===== src/rtl/rv32_pkg.sv =====
// Shared RV32 decode definitions: opcodes, instruction classes, immediate formats,
// decode-stage state encoding and the registered decode payload.
package rv32_pkg;

  localparam int unsigned XLEN   = 32;
  localparam int unsigned REG_AW = 5;

  localparam logic [6:0] OPC_LUI    = 7'b0110111;
  localparam logic [6:0] OPC_AUIPC  = 7'b0010111;
  localparam logic [6:0] OPC_JAL    = 7'b1101111;
  localparam logic [6:0] OPC_JALR   = 7'b1100111;
  localparam logic [6:0] OPC_BRANCH = 7'b1100011;
  localparam logic [6:0] OPC_LOAD   = 7'b0000011;
  localparam logic [6:0] OPC_STORE  = 7'b0100011;
  localparam logic [6:0] OPC_OP_IMM = 7'b0010011;
  localparam logic [6:0] OPC_OP     = 7'b0110011;
  localparam logic [6:0] OPC_FENCE  = 7'b0001111;
  localparam logic [6:0] OPC_SYSTEM = 7'b1110011;

  typedef enum logic [3:0] {
    CLS_LUI     = 4'd0,
    CLS_AUIPC   = 4'd1,
    CLS_JAL     = 4'd2,
    CLS_JALR    = 4'd3,
    CLS_BRANCH  = 4'd4,
    CLS_LOAD    = 4'd5,
    CLS_STORE   = 4'd6,
    CLS_OP_IMM  = 4'd7,
    CLS_OP      = 4'd8,
    CLS_FENCE   = 4'd9,
    CLS_SYSTEM  = 4'd10,
    CLS_ILLEGAL = 4'd11
  } instr_class_e;

  typedef enum logic [2:0] {
    IMM_I    = 3'd0,
    IMM_S    = 3'd1,
    IMM_B    = 3'd2,
    IMM_U    = 3'd3,
    IMM_J    = 3'd4,
    IMM_NONE = 3'd5
  } imm_fmt_e;

  typedef enum logic [1:0] {
    ST_IDLE  = 2'd0,
    ST_FETCH = 2'd1,
    ST_VALID = 2'd2
  } dec_state_e;

  // Decoded fields latched at accept; operands are captured separately one cycle later.
  typedef struct packed {
    logic [XLEN-1:0]   pc;
    logic [XLEN-1:0]   imm;
    logic [REG_AW-1:0] rd;
    logic              rd_we;
    logic [2:0]        funct3;
    logic              funct7b5;
    instr_class_e      cls;
    logic              illegal;
  } dec_fields_t;

  function automatic logic class_writes_rd(input instr_class_e cls);
    case (cls)
      CLS_LUI, CLS_AUIPC, CLS_JAL, CLS_JALR, CLS_LOAD, CLS_OP_IMM, CLS_OP: return 1'b1;
      default: return 1'b0;
    endcase
  endfunction

  // x0 is hardwired, so a write addressed to it never forwards.
  function automatic logic wb_hit(input logic              we,
                                  input logic [REG_AW-1:0] waddr,
                                  input logic [REG_AW-1:0] rs);
    return we && (waddr == rs) && (rs != '0);
  endfunction

endpackage


===== src/rtl/rv32_decode_stage_if.sv =====
// Upstream instruction handshake and downstream operand-packet handshake of the decode stage.
interface rv32_decode_stage_if;

  logic                       in_valid;
  logic                       in_ready;
  logic [rv32_pkg::XLEN-1:0]  in_instr;
  logic [rv32_pkg::XLEN-1:0]  in_pc;

  logic                       out_valid;
  logic                       out_ready;
  logic [rv32_pkg::XLEN-1:0]  out_pc;
  logic [rv32_pkg::XLEN-1:0]  out_rs1_val;
  logic [rv32_pkg::XLEN-1:0]  out_rs2_val;
  logic [rv32_pkg::XLEN-1:0]  out_imm;
  logic [rv32_pkg::REG_AW-1:0] out_rd;
  logic                       out_rd_we;
  logic [2:0]                 out_funct3;
  logic                       out_funct7b5;
  logic [3:0]                 out_class;
  logic                       out_illegal;

  modport master (
    output in_valid, in_instr, in_pc, out_ready,
    input  in_ready, out_valid, out_pc, out_rs1_val, out_rs2_val, out_imm,
           out_rd, out_rd_we, out_funct3, out_funct7b5, out_class, out_illegal
  );

  modport slave (
    input  in_valid, in_instr, in_pc, out_ready,
    output in_ready, out_valid, out_pc, out_rs1_val, out_rs2_val, out_imm,
           out_rd, out_rd_we, out_funct3, out_funct7b5, out_class, out_illegal
  );

endinterface


===== src/rtl/rv32_imm_gen.sv =====
// Combinational RV32I immediate extraction; every format is sign-extended to 32 bits.
module rv32_imm_gen
  import rv32_pkg::*;
(
  input  logic [XLEN-1:0] instr,
  input  imm_fmt_e        fmt,
  output logic [XLEN-1:0] imm_c
);

  always_comb begin
    imm_c = '0;
    case (fmt)
      IMM_I: imm_c = {{20{instr[31]}}, instr[31:20]};
      IMM_S: imm_c = {{20{instr[31]}}, instr[31:25], instr[11:7]};
      IMM_B: imm_c = {{19{instr[31]}}, instr[31], instr[7], instr[30:25], instr[11:8], 1'b0};
      IMM_U: imm_c = {instr[31:12], 12'b0};
      IMM_J: imm_c = {{11{instr[31]}}, instr[31], instr[19:12], instr[20], instr[30:21], 1'b0};
      default: imm_c = '0;
    endcase
  end

endmodule


===== src/rtl/rv32_decode_stage.sv =====
// RV32 decode and operand-fetch stage: decodes at accept, captures the bank's
// one-cycle-late read data with writeback forwarding, and holds the packet for execute.
module rv32_decode_stage
  import rv32_pkg::*;
(
  input  logic              clk,
  input  logic              reset,
  input  logic              flush,
  rv32_decode_stage_if.slave bus,
  output logic [REG_AW-1:0] rf_raddr1,
  output logic [REG_AW-1:0] rf_raddr2,
  input  logic [XLEN-1:0]   rf_rdata1,
  input  logic [XLEN-1:0]   rf_rdata2,
  input  logic              wb_we,
  input  logic [REG_AW-1:0] wb_waddr,
  input  logic [XLEN-1:0]   wb_wdata
);

  dec_state_e        state, state_nx;
  logic              in_ready_c, out_valid_c, accept_c, capture_c;
  logic              hold1_c, hold2_c;

  dec_fields_t       dec_c, fields_q;
  imm_fmt_e          fmt_c;
  logic [XLEN-1:0]   imm_c;
  logic [6:0]        opcode_c;

  logic [REG_AW-1:0] rs1_idx_q, rs2_idx_q;
  logic              byp1_q, byp2_q;
  logic [XLEN-1:0]   byp_data_q;
  logic [XLEN-1:0]   rs1_val_q, rs2_val_q;
  logic [XLEN-1:0]   rs1_cap_c, rs2_cap_c;

  assign rf_raddr1 = bus.in_instr[19:15];
  assign rf_raddr2 = bus.in_instr[24:20];
  assign opcode_c  = bus.in_instr[6:0];

  rv32_imm_gen u_imm_gen (
    .instr (bus.in_instr),
    .fmt   (fmt_c),
    .imm_c (imm_c)
  );

  // Field decode of the instruction currently offered upstream.
  always_comb begin
    dec_c = '0;
    fmt_c = IMM_NONE;
    dec_c.cls = CLS_ILLEGAL;
    case (opcode_c)
      OPC_LUI:    begin dec_c.cls = CLS_LUI;    fmt_c = IMM_U; end
      OPC_AUIPC:  begin dec_c.cls = CLS_AUIPC;  fmt_c = IMM_U; end
      OPC_JAL:    begin dec_c.cls = CLS_JAL;    fmt_c = IMM_J; end
      OPC_JALR:   begin dec_c.cls = CLS_JALR;   fmt_c = IMM_I; end
      OPC_BRANCH: begin dec_c.cls = CLS_BRANCH; fmt_c = IMM_B; end
      OPC_LOAD:   begin dec_c.cls = CLS_LOAD;   fmt_c = IMM_I; end
      OPC_STORE:  begin dec_c.cls = CLS_STORE;  fmt_c = IMM_S; end
      OPC_OP_IMM: begin dec_c.cls = CLS_OP_IMM; fmt_c = IMM_I; end
      OPC_OP:     begin dec_c.cls = CLS_OP;     fmt_c = IMM_NONE; end
      OPC_FENCE:  begin dec_c.cls = CLS_FENCE;  fmt_c = IMM_I; end
      OPC_SYSTEM: begin dec_c.cls = CLS_SYSTEM; fmt_c = IMM_I; end
      default:    begin dec_c.cls = CLS_ILLEGAL; fmt_c = IMM_NONE; end
    endcase
    if (bus.in_instr[1:0] != 2'b11) begin
      dec_c.cls = CLS_ILLEGAL;
      fmt_c     = IMM_NONE;
    end
    dec_c.pc       = bus.in_pc;
    dec_c.rd       = bus.in_instr[11:7];
    dec_c.funct3   = bus.in_instr[14:12];
    dec_c.funct7b5 = bus.in_instr[30];
    dec_c.illegal  = (dec_c.cls == CLS_ILLEGAL);
    dec_c.rd_we    = class_writes_rd(dec_c.cls) && (dec_c.rd != '0);
    dec_c.imm      = dec_c.illegal ? '0 : imm_c;
  end

  always_ff @(posedge clk) begin
    if (!reset) state <= ST_IDLE;
    else        state <= state_nx;
  end

  always_comb begin
    state_nx = state;
    if (flush) begin
      state_nx = ST_IDLE;
    end else begin
      case (state)
        ST_IDLE:  if (accept_c) state_nx = ST_FETCH;
        ST_FETCH: state_nx = ST_VALID;
        ST_VALID: if (bus.out_ready) state_nx = accept_c ? ST_FETCH : ST_IDLE;
        default:  state_nx = ST_IDLE;
      endcase
    end
  end

  always_comb begin
    in_ready_c  = 1'b0;
    out_valid_c = 1'b0;
    accept_c    = 1'b0;
    capture_c   = 1'b0;
    hold1_c     = 1'b0;
    hold2_c     = 1'b0;
    in_ready_c  = reset && !flush &&
                  ((state == ST_IDLE) || ((state == ST_VALID) && bus.out_ready));
    accept_c    = bus.in_valid && in_ready_c;
    out_valid_c = (state == ST_VALID);
    capture_c   = (state == ST_FETCH);
    hold1_c     = (state == ST_VALID) && wb_hit(wb_we, wb_waddr, rs1_idx_q);
    hold2_c     = (state == ST_VALID) && wb_hit(wb_we, wb_waddr, rs2_idx_q);
  end

  // Capture priority: x0, same-edge writeback, bypass latched at accept, bank data.
  always_comb begin
    rs1_cap_c = rf_rdata1;
    if (rs1_idx_q == '0)                          rs1_cap_c = '0;
    else if (wb_hit(wb_we, wb_waddr, rs1_idx_q)) rs1_cap_c = wb_wdata;
    else if (byp1_q)                              rs1_cap_c = byp_data_q;

    rs2_cap_c = rf_rdata2;
    if (rs2_idx_q == '0)                          rs2_cap_c = '0;
    else if (wb_hit(wb_we, wb_waddr, rs2_idx_q)) rs2_cap_c = wb_wdata;
    else if (byp2_q)                              rs2_cap_c = byp_data_q;
  end

  always_ff @(posedge clk) begin
    if (!reset) begin
      fields_q   <= '0;
      rs1_idx_q  <= '0;
      rs2_idx_q  <= '0;
      byp1_q     <= 1'b0;
      byp2_q     <= 1'b0;
      byp_data_q <= '0;
      rs1_val_q  <= '0;
      rs2_val_q  <= '0;
    end else begin
      if (accept_c) begin
        fields_q   <= dec_c;
        rs1_idx_q  <= rf_raddr1;
        rs2_idx_q  <= rf_raddr2;
        byp1_q     <= wb_hit(wb_we, wb_waddr, rf_raddr1);
        byp2_q     <= wb_hit(wb_we, wb_waddr, rf_raddr2);
        byp_data_q <= wb_wdata;
      end
      if (capture_c)    rs1_val_q <= rs1_cap_c;
      else if (hold1_c) rs1_val_q <= wb_wdata;
      if (capture_c)    rs2_val_q <= rs2_cap_c;
      else if (hold2_c) rs2_val_q <= wb_wdata;
    end
  end

  assign bus.in_ready     = in_ready_c;
  assign bus.out_valid    = out_valid_c;
  assign bus.out_pc       = fields_q.pc;
  assign bus.out_rs1_val  = rs1_val_q;
  assign bus.out_rs2_val  = rs2_val_q;
  assign bus.out_imm      = fields_q.imm;
  assign bus.out_rd       = fields_q.rd;
  assign bus.out_rd_we    = fields_q.rd_we;
  assign bus.out_funct3   = fields_q.funct3;
  assign bus.out_funct7b5 = fields_q.funct7b5;
  assign bus.out_class    = fields_q.cls;
  assign bus.out_illegal  = fields_q.illegal;

endmodule

===== src/flat_wrapper.sv =====
// flat-port wrapper written by rule: the top's interface ports become plain ports
module rv32_decode_stage_flat import rv32_pkg::*;
  (clk, reset, flush, rf_raddr1, rf_raddr2, rf_rdata1, rf_rdata2, wb_we, wb_waddr, wb_wdata, bus_in_valid, bus_in_instr, bus_in_pc, bus_out_ready, bus_in_ready, bus_out_valid, bus_out_pc, bus_out_rs1_val, bus_out_rs2_val, bus_out_imm, bus_out_rd, bus_out_rd_we, bus_out_funct3, bus_out_funct7b5, bus_out_class, bus_out_illegal);
  rv32_decode_stage_if bus_i ();
  input  logic clk;
  input  logic reset;
  input  logic flush;
  output logic [REG_AW-1:0] rf_raddr1;
  output logic [REG_AW-1:0] rf_raddr2;
  input  logic [XLEN-1:0] rf_rdata1;
  input  logic [XLEN-1:0] rf_rdata2;
  input  logic wb_we;
  input  logic [REG_AW-1:0] wb_waddr;
  input  logic [XLEN-1:0] wb_wdata;
  input wire logic [$bits(bus_i.in_valid)-1:0] bus_in_valid;
  input wire logic [$bits(bus_i.in_instr)-1:0] bus_in_instr;
  input wire logic [$bits(bus_i.in_pc)-1:0] bus_in_pc;
  input wire logic [$bits(bus_i.out_ready)-1:0] bus_out_ready;
  output wire logic [$bits(bus_i.in_ready)-1:0] bus_in_ready;
  output wire logic [$bits(bus_i.out_valid)-1:0] bus_out_valid;
  output wire logic [$bits(bus_i.out_pc)-1:0] bus_out_pc;
  output wire logic [$bits(bus_i.out_rs1_val)-1:0] bus_out_rs1_val;
  output wire logic [$bits(bus_i.out_rs2_val)-1:0] bus_out_rs2_val;
  output wire logic [$bits(bus_i.out_imm)-1:0] bus_out_imm;
  output wire logic [$bits(bus_i.out_rd)-1:0] bus_out_rd;
  output wire logic [$bits(bus_i.out_rd_we)-1:0] bus_out_rd_we;
  output wire logic [$bits(bus_i.out_funct3)-1:0] bus_out_funct3;
  output wire logic [$bits(bus_i.out_funct7b5)-1:0] bus_out_funct7b5;
  output wire logic [$bits(bus_i.out_class)-1:0] bus_out_class;
  output wire logic [$bits(bus_i.out_illegal)-1:0] bus_out_illegal;
  assign bus_i.in_valid = bus_in_valid;
  assign bus_i.in_instr = bus_in_instr;
  assign bus_i.in_pc = bus_in_pc;
  assign bus_i.out_ready = bus_out_ready;
  assign bus_in_ready = bus_i.in_ready;
  assign bus_out_valid = bus_i.out_valid;
  assign bus_out_pc = bus_i.out_pc;
  assign bus_out_rs1_val = bus_i.out_rs1_val;
  assign bus_out_rs2_val = bus_i.out_rs2_val;
  assign bus_out_imm = bus_i.out_imm;
  assign bus_out_rd = bus_i.out_rd;
  assign bus_out_rd_we = bus_i.out_rd_we;
  assign bus_out_funct3 = bus_i.out_funct3;
  assign bus_out_funct7b5 = bus_i.out_funct7b5;
  assign bus_out_class = bus_i.out_class;
  assign bus_out_illegal = bus_i.out_illegal;
  rv32_decode_stage u_core (.clk(clk), .reset(reset), .flush(flush), .bus(bus_i), .rf_raddr1(rf_raddr1), .rf_raddr2(rf_raddr2), .rf_rdata1(rf_rdata1), .rf_rdata2(rf_rdata2), .wb_we(wb_we), .wb_waddr(wb_waddr), .wb_wdata(wb_wdata));
endmodule

===== config.mk =====
export PLATFORM = sky130hd
export DESIGN_NAME = rv32_decode_stage_flat
export DESIGN_NICKNAME = d
export VERILOG_FILES = /design/src/rtl/rv32_pkg.sv /design/src/rtl/rv32_decode_stage_if.sv /design/src/rtl/rv32_imm_gen.sv /design/src/rtl/rv32_decode_stage.sv /design/src/flat_wrapper.sv
export SDC_FILE = /design/constraint.sdc
export NUM_CORES = 1
export LEC_CHECK = 0
export CAP_MARGIN = 25
export CORE_ASPECT_RATIO = 0.5
export CORE_MARGIN = 3
export CORE_UTILIZATION = 45
export CTS_BUF_LIST = sky130_fd_sc_hd__clkbuf_8
export DETAILED_ROUTE_END_ITERATION = 12
export GPL_TIMING_DRIVEN = 0
export PLACE_DENSITY_LB_ADDON = 0.12
export SKIP_LAST_GASP = 1
export SLEW_MARGIN = 0
export SYNTH_ARGS = -nofsm -noshare
export SYNTH_HDL_FRONTEND = slang
export SYNTH_SLANG_ARGS = --single-unit

===== constraint.sdc =====
create_clock -name clk -period 2.1 [get_ports clk]
set_clock_uncertainty 0.15 [all_clocks]
set_input_delay 0.21 -clock clk [delete_from_list [all_inputs] [get_ports clk]]
set_output_delay 0.21 -clock clk [all_outputs]
set_load 0.005 [all_outputs]

==> impl_metrics.yaml, run 1 <==
synth:
  ys_ff_latch: 189
  synthTopCellsByArea: "dfxtp_1 41%, o21ai_0 8.5%, nand2_1 8.4%"
  syn_nets: 1365
  ys_seq_area_share_pct: 40.7
  synth_area_mm2: 0.00930
  post_synth_num_cell_types: 52
  synth_ff_type: "dfxtp_1"
  yosys.area.top_type_share_pct: 40.7
  syn_inst: 1194
  yosysTopAreaCell: "dfxtp_1"
  synth-edff-count: 0
  synth_area_per_cell_um2: 7.79
  yosysWarnings: 0
  synthArstFlopShare_pct: 0
die:
  dieArea_mm2: 0.0225
  chipWidth_um: 209
  core_region_area_mm2: 0.0199
  io_pins: 326
  placementRows: 36
  initial_utilization_pct: 46.8
  die_y_um: 108
power_and_ir_drop:
  power.density_mw_per_mm2: 563
  power.leakage_nw: 4.76
  ir_drop_v: 0.000405
detailed_routing:
  viasPerCell: 5.94
  drc: 0
  dr.first_iter.drc_count: 1154
  wl_per_cell_um: 21.1
  dr.pass1.iters: 6
  ant_nets: 0
  drt-total-wl_mm: 38.9
  via_count: 10900
clocking:
  cts_sinks: 189
  ctsRootBufferMaster: "clkbuf_8"
  tritoncts: "yes"
  clockBufferDepth: 2
  cts_buffers: 17
  h-tree-depth: 4
  clk_latency_ns: 0.49
  clk_pin_slew_ns: 0.10
global_route:
  grt_pass1_wl_mm: 58.1
  grtUsageTotal_pct: 32.9
  grt_pass1_vias: 10500
  grt_max_degree: 17
  grt_antenna_before_repair: 1
  grt-ovfl-total: 0
timing:
  fin_crit_sh_pct: 102
  rsz0062_at_grt: "yes"
  final_hold_viol_count: 0
  final_max_slew_viol_count: 0
  hold_ws_ns: 0.108
  finalSetupViolations: 19
  slew_headroom_pct: 41.0
  period_needed_ns: 2.15
  fmax_mhz: 465
  tightest_slew_ns: 0.885
  layout_setup_ws_ns: -0.0491
layout:
  layout.nets: 1731
  layout-drive-gt1-share_pct: 12.3
  fillCellCount: 1618
  fin_area_mm2: 0.0140
  layout_common_cells: "319 x clkdlybuf4s50_1, 207 x nand2_1, 181 x dfxtp_1"
  area_growth_pct: 50.5
  final_common_cell: "clkdlybuf4s50_1"
worst_setup_path:
  cp_data_arrival_time_ns: 2.41
  rrSetupSlack_ns: -0.05
  critPathRequiredTime_ns: 2.37
  worstSetupEndpointType: "flip-flop"
  path_class: "flip-flop to flip-flop"
  cp-start-kind: "flip-flop"
  cp_max_fo: 10
hold_path:
  worst_hold_path_type: "primary input to flip-flop"
flow_run:
  cap_violations: 0
placed_design:
  dp.final_hpwl_mm: 27.8
  gp_congestion: 0.892
  io_buffers: 321
  dpl-instance-area_mm2: 0.0128
  place_ws_ns: -0.854
outcome:
  violations: "negative setup slack"
  status: "complete, but fails checks"
-- worst paths after layout --
check	end	depth (start not counted)	startpoint
worst max-delay path	u_core.bus.out_rs2_val[11]	7	u_core.rs2_idx_q[3]
worst min register to register	u_core.bus.out_rd_we	2	u_core.bus.out_rd_we
worst max register to register	u_core.bus.out_rs2_val[11]	7	u_core.rs2_idx_q[3]
worst min-delay path	u_core.bus.out_pc[27]	3	bus_in_pc[27]
-- sequential cells by signal, summed over array words and instances (netlist names), 2 cells and up --
name	count
u_core.byp_data_q	32
u_core.bus.out_rs2_val	32
u_core.bus.out_funct3	3
u_core.rs2_idx_q	5
u_core.rs1_idx_q	5
u_core.bus.out_rd	5
u_core.bus.out_class	4
u_core.bus.out_imm	32
u_core.state	2
u_core.bus.out_pc	32
u_core.bus.out_rs1_val	32
-- synthesized netlist by cell type, drive strengths merged (2+ instances only) --
cell,number
a222oi,4
nand2,209
buf,31
a22o,6
nor4,4
a21oi,121
nand4,2
nand3b,2
a21o,8
and3,2
clkbuf,86
a211oi,5
xor2,6
a31oi,65
nor2b,6
o21ai,162
mux2i,64
nor3b,2
or3,67
nand2b,4
and2,6
and3b,2
nor2,13
o2111ai,3
o41ai,2
nand3,72
nor3,11
or4,4
o22ai,3
o31ai,3
dfxtp,189
inv,8
xnor2,13
-- metal layers --
metal / routed length (µm) / track usage, %
met1: 15400 / 41.9
met2: 17500 / 52.8
met3: 4440 / 9.81
met4: 1530 / 13.0
met5: 0 / 0
-- cell type report --
class / count / area (µm²) / area share [%]
tap: 266 / 333 / 2.38
clock buffer: 18 / 248 / 1.77
timing repair buffer: 347 / 3490 / 24.9
antenna: 1 / 2.50 / 0.0179
buffer: 117 / 716 / 5.12
inverter: 8 / 35.0 / 0.250
multi-input combinational: 880 / 5180 / 37.0
clock inverter: 14 / 191 / 1.37
sequential: 189 / 3800 / 27.1
-- worst max-delay path, cell delays in order, from the launching register on --
cell,delay (ns)
dfxtp_1,0.35
xnor2_1,0.29
nand3_2,0.14
nor4_4,0.45
buf_6,0.22
buf_6,0.16
nand3_1,0.12
a31oi_4,0.20
-- logic make-up after synthesis --
kind of cell    count (synthesis)  share of synthesized area, %
compound gates                388                          23.2
xor+xnor                       19                          1.79
buf+inv                       125                          6.18
flops                         189                          40.7
mux                            64                          6.89
simple gates                  409                          21.2
-- power breakdown --
group	total, mW	switching (mW)	internal, mW
clock network	2.74	1.41	1.33
registers	3.78	0.0832	3.70
logic	1.35	0.649	0.698
-- stage by stage --
step / utilization, % / power, mW / cells / TNS (ns)
2_1_floorplan: - / 4.31 / 1194 / 0
3_3_place_gp: 64.7 / 5.07 / 1781 / -100.56
3_5_place_dp: 64.7 / 5.09 / 1781 / -108.86
4_1_cts: 68.6 / 7.79 / 1830 / -0.479
5_1_grt: 70.4 / 8.11 / 1840 / -2.59
6_report: 70.4 / 7.87 / 1840 / -0.424
-- what timing repair did --
item                                   4_1_cts  5_1_grt
hold buffers                                 1        0
pin swaps                                  103       52
gates cloned                                 5        2
resized for setup                           82      120
buffers inserted                            11        7
endpoints found under the hold margin        1        0
setup endpoints to repair                  180      182
(Power assumes the default switching activity.)
==> run 2: changes to the inputs <==
--- a/config.mk
+++ b/config.mk
@@ -11,8 +11,8 @@
 export CORE_UTILIZATION = 45
 export CTS_BUF_LIST = sky130_fd_sc_hd__clkbuf_8
 export DETAILED_ROUTE_END_ITERATION = 12
-export GPL_TIMING_DRIVEN = 0
 export PLACE_DENSITY_LB_ADDON = 0.12
+export REMOVE_ABC_BUFFERS = 1
 export SKIP_LAST_GASP = 1
 export SLEW_MARGIN = 0
 export SYNTH_ARGS = -nofsm -noshare
==> impl_metrics.yaml, run 2 (synthesis gave the netlist of run 1 again) <==
detailed_routing:
  via_count: 10600
  viasPerCell: 5.83
  drc: 0
  drt-total-wl_mm: 35.8
  wl_per_cell_um: 19.8
  dr.first_iter.drc_count: 868
  ant_nets: 0
  dr.pass1.iters: 6
timing:
  final_hold_viol_count: 0
  final_max_slew_viol_count: 0
  period_needed_ns: 2.13
  finalSetupViolations: 7
  layout_setup_ws_ns: -0.0328
  tightest_slew_ns: 0.779
  hold_ws_ns: 0.123
  rsz0062_at_grt: "yes"
  fmax_mhz: 469
  slew_headroom_pct: 48.0
  fin_crit_sh_pct: 102
placed_design:
  gp_congestion: 0.922
  place_ws_ns: -0.268
  io_buffers: 325
  dp.final_hpwl_mm: 23.7
clocking:
  cts_buffers: 17
  clockBufferDepth: 2
  clk_latency_ns: 0.48
  ctsRootBufferMaster: "clkbuf_8"
  h-tree-depth: 4
  cts_sinks: 189
  clk_pin_slew_ns: 0.10
  tritoncts: "yes"
layout:
  layout-drive-gt1-share_pct: 12.2
  final_common_cell: "clkdlybuf4s50_1"
  seq_area_mm2: 0.00380
  antennaDiodeCount: 0
  area_growth_pct: 51.5
  layout_common_cells: "322 x clkdlybuf4s50_1, 208 x nand2_1, 181 x dfxtp_1"
  fillCellCount: 1599
  multi_input_area_mm2: 0.00511
  layout.nets: 1704
flow_run:
  cap_violations: 0
worst_setup_path:
  cp-start-kind: "flip-flop"
  critPathRequiredTime_ns: 2.35
  reg2regPathDepth: 8
  cp_max_fo: 6
  cp_data_arrival_time_ns: 2.38
  worstSetupEndpointType: "flip-flop"
  path_class: "flip-flop to flip-flop"
die:
  placementRows: 36
  core_region_area_mm2: 0.0199
  die_y_um: 108
  initial_utilization_pct: 46.8
  dieArea_mm2: 0.0225
  chipWidth_um: 209
  io_pins: 326
power_and_ir_drop:
  ir_drop_v: 0.000400
  combinationalPowerShare_pct: 17.4
  p_sw_share_pct: 26.6
  clkPwrFrac_pct: 34.6
  power.leakage_nw: 4.81
  switchingPower_mw: 2.09
  power.density_mw_per_mm2: 559
  power_frac_seq_pct: 48.0
  p_int_mw: 5.78
global_route:
  grt-ovfl-total: 0
  grt_pass1_wl_mm: 55.2
  grt_pass1_vias: 10200
  grt_antenna_before_repair: 0
  grt_max_degree: 92
  grtUsageTotal_pct: 30.4
hold_path:
  worst_hold_path_type: "primary input to flip-flop"
  whs_path_depth: 3
outcome:
  violations: "negative setup slack"
  status: "complete, but fails checks"
run 2: cell count changes in the layout (fill, tap and decap cells not counted), moves of 8 or more:
cell | before | now
buf_12 | 1 | 15
buf_4 | 29 | 83
buf_6 | 16 | 8
clkbuf_1 | 34 | 0
clkbuf_2 | 36 | 0
clkbuf_4 | 11 | 0
o21ai_1 | 16 | 4
o21ai_2 | 4 | 12
run 2: worst max-delay path, cell delays in order, from the launching register on:
cell and delay, ns:
dfxtp_4 0.38, and3b_1 0.26, nand4_1 0.17, buf_4 0.19, o31ai_4 0.34, buf_6 0.17
clkbuf_16 0.15, o21ai_2 0.05, a31oi_1 0.18
run 2: power groups by stage:
stage	Clock (mW)	Combinational, mW	Sequential (mW)
after floorplan	0	0.388	3.85
after global placement	0	1.29	3.85
after detailed placement	0	1.30	3.85
after CTS	2.77	1.33	3.77
after global routing	2.92	1.46	3.79
final	2.72	1.37	3.77
run 2: path summary, 6_finish.rpt:
path / start / slack [ns] / end
worst min register to register: u_core.bus.out_class[2] / 0.30 / u_core.bus.out_class[2]
worst max-delay path: u_core.state[0] / -0.03 / u_core.bus.out_rs2_val[25]
worst max register to register: u_core.state[0] / -0.03 / u_core.bus.out_rs2_val[25]
worst min-delay path: bus_in_pc[7] / 0.12 / u_core.bus.out_pc[7]
run 2: layer usage:
layer  global-route usage (%)  vias to the layer above  share of wire, %
met1                     38.7                     5033                41
met4                     8.97                        0               1.8
met5                        0                        -                 0
met3                     8.70                       64                10
met2                     50.5                      538                47
li1                         -                     4937                 -
run 2: repair_timing:
item,in CTS,in global routing
pin swaps,45,17
hold endpoints to repair,2,0
endpoints found under the setup margin,25,62
hold buffers,1,0
cloned,3,2
resized for setup,17,37
buffers inserted,5,2
run 2: layout make-up:
type	instances	share of cell area, %
Clock buffer	18	1.76
Timing Repair Buffer	437	31.0
Multi-Input combinational cell	880	36.3
Sequential cell	189	27.0
Tap cell	266	2.36
Clock inverter	14	1.34
Inverter	8	0.231
run 2: per-stage QoR:
step	area, µm²	power, mW	std cells	utilization, %	setup TNS [ns]
floorplan	8750	4.24	1077	-	-570.94
global placement	13300	5.13	1768	67.1	-13.37
detailed placement	13300	5.16	1768	67.1	-18.42
CTS	13900	7.87	1809	70.2	-0.0469
global route	14100	8.18	1812	70.9	-1.99
finish	14100	7.87	1812	70.9	-0.111
==> run 3: changes to the inputs <==
--- a/config.mk
+++ b/config.mk
@@ -10,7 +10,9 @@
 export CORE_MARGIN = 3
 export CORE_UTILIZATION = 45
 export CTS_BUF_LIST = sky130_fd_sc_hd__clkbuf_8
+export CTS_CLUSTER_SIZE = 8
 export DETAILED_ROUTE_END_ITERATION = 12
+export DONT_BUFFER_PORTS = 1
 export PLACE_DENSITY_LB_ADDON = 0.12
 export REMOVE_ABC_BUFFERS = 1
 export SKIP_LAST_GASP = 1
==> impl_metrics.yaml, run 3 (synthesis gave the netlist of run 1 again) <==
timing:
  tightest_slew_ns: 0.678
  fin_tns_setup_ns: 0
  period_needed_ns: 2.09
  fin_crit_sh_pct: 99.3
  fmax_mhz: 480
  slew_headroom_pct: 54.8
  final_hold_viol_count: 0
  rsz0062_at_grt: "yes"
  final_max_slew_viol_count: 0
  layout_setup_ws_ns: 0.0146
  finalSetupViolations: 0
detailed_routing:
  viasPerCell: 6.03
  via_count: 9601
  wl_per_cell_um: 21.0
  dr.first_iter.drc_count: 769
  dr.pass1.iters: 6
  drt-total-wl_mm: 33.5
  top_layer_used: "met4"
  wl_met2_mm: 15.7
  drc: 0
  met1Wirelength_mm: 13.9
  routed-wl-met3_mm: 3.27
  ant_nets: 0
die:
  chipWidth_um: 209
  initial_utilization_pct: 46.8
  core_region_area_mm2: 0.0199
  dieArea_mm2: 0.0225
  io_pins: 326
  die_y_um: 108
  placementRows: 36
worst_setup_path:
  critPathRequiredTime_ns: 2.34
  worstSetupEndpointType: "flip-flop"
  cp_data_arrival_time_ns: 2.33
  path_class: "flip-flop to flip-flop"
  r2r-start: "u_core.rs2_idx_q[0]"
  cp-start-kind: "flip-flop"
  critical_path.startpoint: "u_core.rs2_idx_q[0]"
  cp_max_fo: 34
power_and_ir_drop:
  power.leakage_nw: 3.95
  ir_drop_v: 0.000396
  finalPower_mw: 7.53
  power.density_mw_per_mm2: 633
layout:
  area_growth_pct: 27.9
  layout_common_cells: "208 x nand2_1, 183 x dfxtp_1, 168 x dlygate4sd3_1"
  final_common_cell: "nand2_1"
  layout.nets: 1486
  utilization_pct: 59.9
  antennaDiodeCount: 0
  layout-drive-gt1-share_pct: 8.30
global_route:
  grt_antenna_before_repair: 0
  grt-ovfl-total: 0
  grt_pass1_vias: 9381
  grtUsageTotal_pct: 28.8
  grt_max_degree: 71
  grt_pass1_wl_mm: 52.1
outcome:
  status: "finished clean"
flow_run:
  cap_violations: 0
clocking:
  clk_pin_slew_ns: 0.10
  ctsRootBufferMaster: "clkbuf_8"
  h-tree-depth: 4
  tritoncts: "yes"
  clk_latency_ns: 0.47
  cts_sinks: 189
  cts_buffers: 17
  clockBufferDepth: 2
hold_path:
  holdCritStartpoint: "bus_in_valid"
  worst_hold_path_type: "primary input to flip-flop"
placed_design:
  gp_congestion: 0.891
  dp.final_hpwl_mm: 20.4
  io_buffers: 0
  place_ws_ns: 0.0231
[run 3: cell count changes in the layout (fill, tap and decap cells not counted), moves of 3 or more]
cell	before	now
clkdlybuf4s50_1	322	0
dlygate4sd3_1	1	168
buf_4	83	37
o21ai_2	12	2
buf_6	8	1
o21ai_1	4	10
buf_12	15	11
o21ai_0	146	150
clkinv_2	5	2
[run 3: area by class of cell]
| class | instances | area (µm²) |
|---|---|---|
| inverters | 8 | 32.5 |
| fillers | 1787 | 7970 |
| clock buffers | 17 | 234 |
| multi-input cells | 880 | 5040 |
| clock inverters | 13 | 215 |
| flip-flops and latches | 189 | 3790 |
| repair buffers | 219 | 2240 |
| well taps | 266 | 333 |
[run 3: worst paths after layout]
path	cells after the start	slack (ns)	to
worst max-delay path	6	0.01	u_core.bus.out_rs2_val[12]
worst max register to register	6	0.01	u_core.bus.out_rs2_val[12]
worst min-delay path	3	0.006	u_core.bus.out_class[3]
worst min register to register	2	0.33	u_core.byp_data_q[16]
[run 3: per-stage QoR]
step                cells  area (µm²)  hold slack (ns)
floorplan            1077        8750            0.139
global placement     1389        9640            0.144
detailed placement   1389        9640            0.151
CTS                  1588       11800          0.00223
global route         1592       11900           0.0310
finish               1592       11900          0.00552
[run 3: layer usage]
layer,vias to the layer above,GRT usage [%]
met3,62,8.12
met1,4534,37.3
met5,-,0
met4,0,9.83
li1,4509,-
met2,496,46.5
[run 3: report_power, final]
part / internal, mW / leakage, nW / switching, mW
combinational: 0.443 / 2.19 / 0.487
sequential: 3.70 / 1.54 / 0.105
clock: 1.42 / 0.222 / 1.38
[run 3: timing repair]
item,in CTS,in global routing
hold buffers,169,0
buffers inserted,0,3
resized for setup,0,19
endpoints found under the setup margin,0,85
endpoints found under the hold margin,188,0
[run 3: critical path, stage by stage, from the launching register on]
cell and delay, ns:
dfxtp_2 0.34, or4_4 0.56, nor2_4 0.14, nor4_4 0.08, buf_12 0.17, or3_1 0.37
a31oi_1 0.19
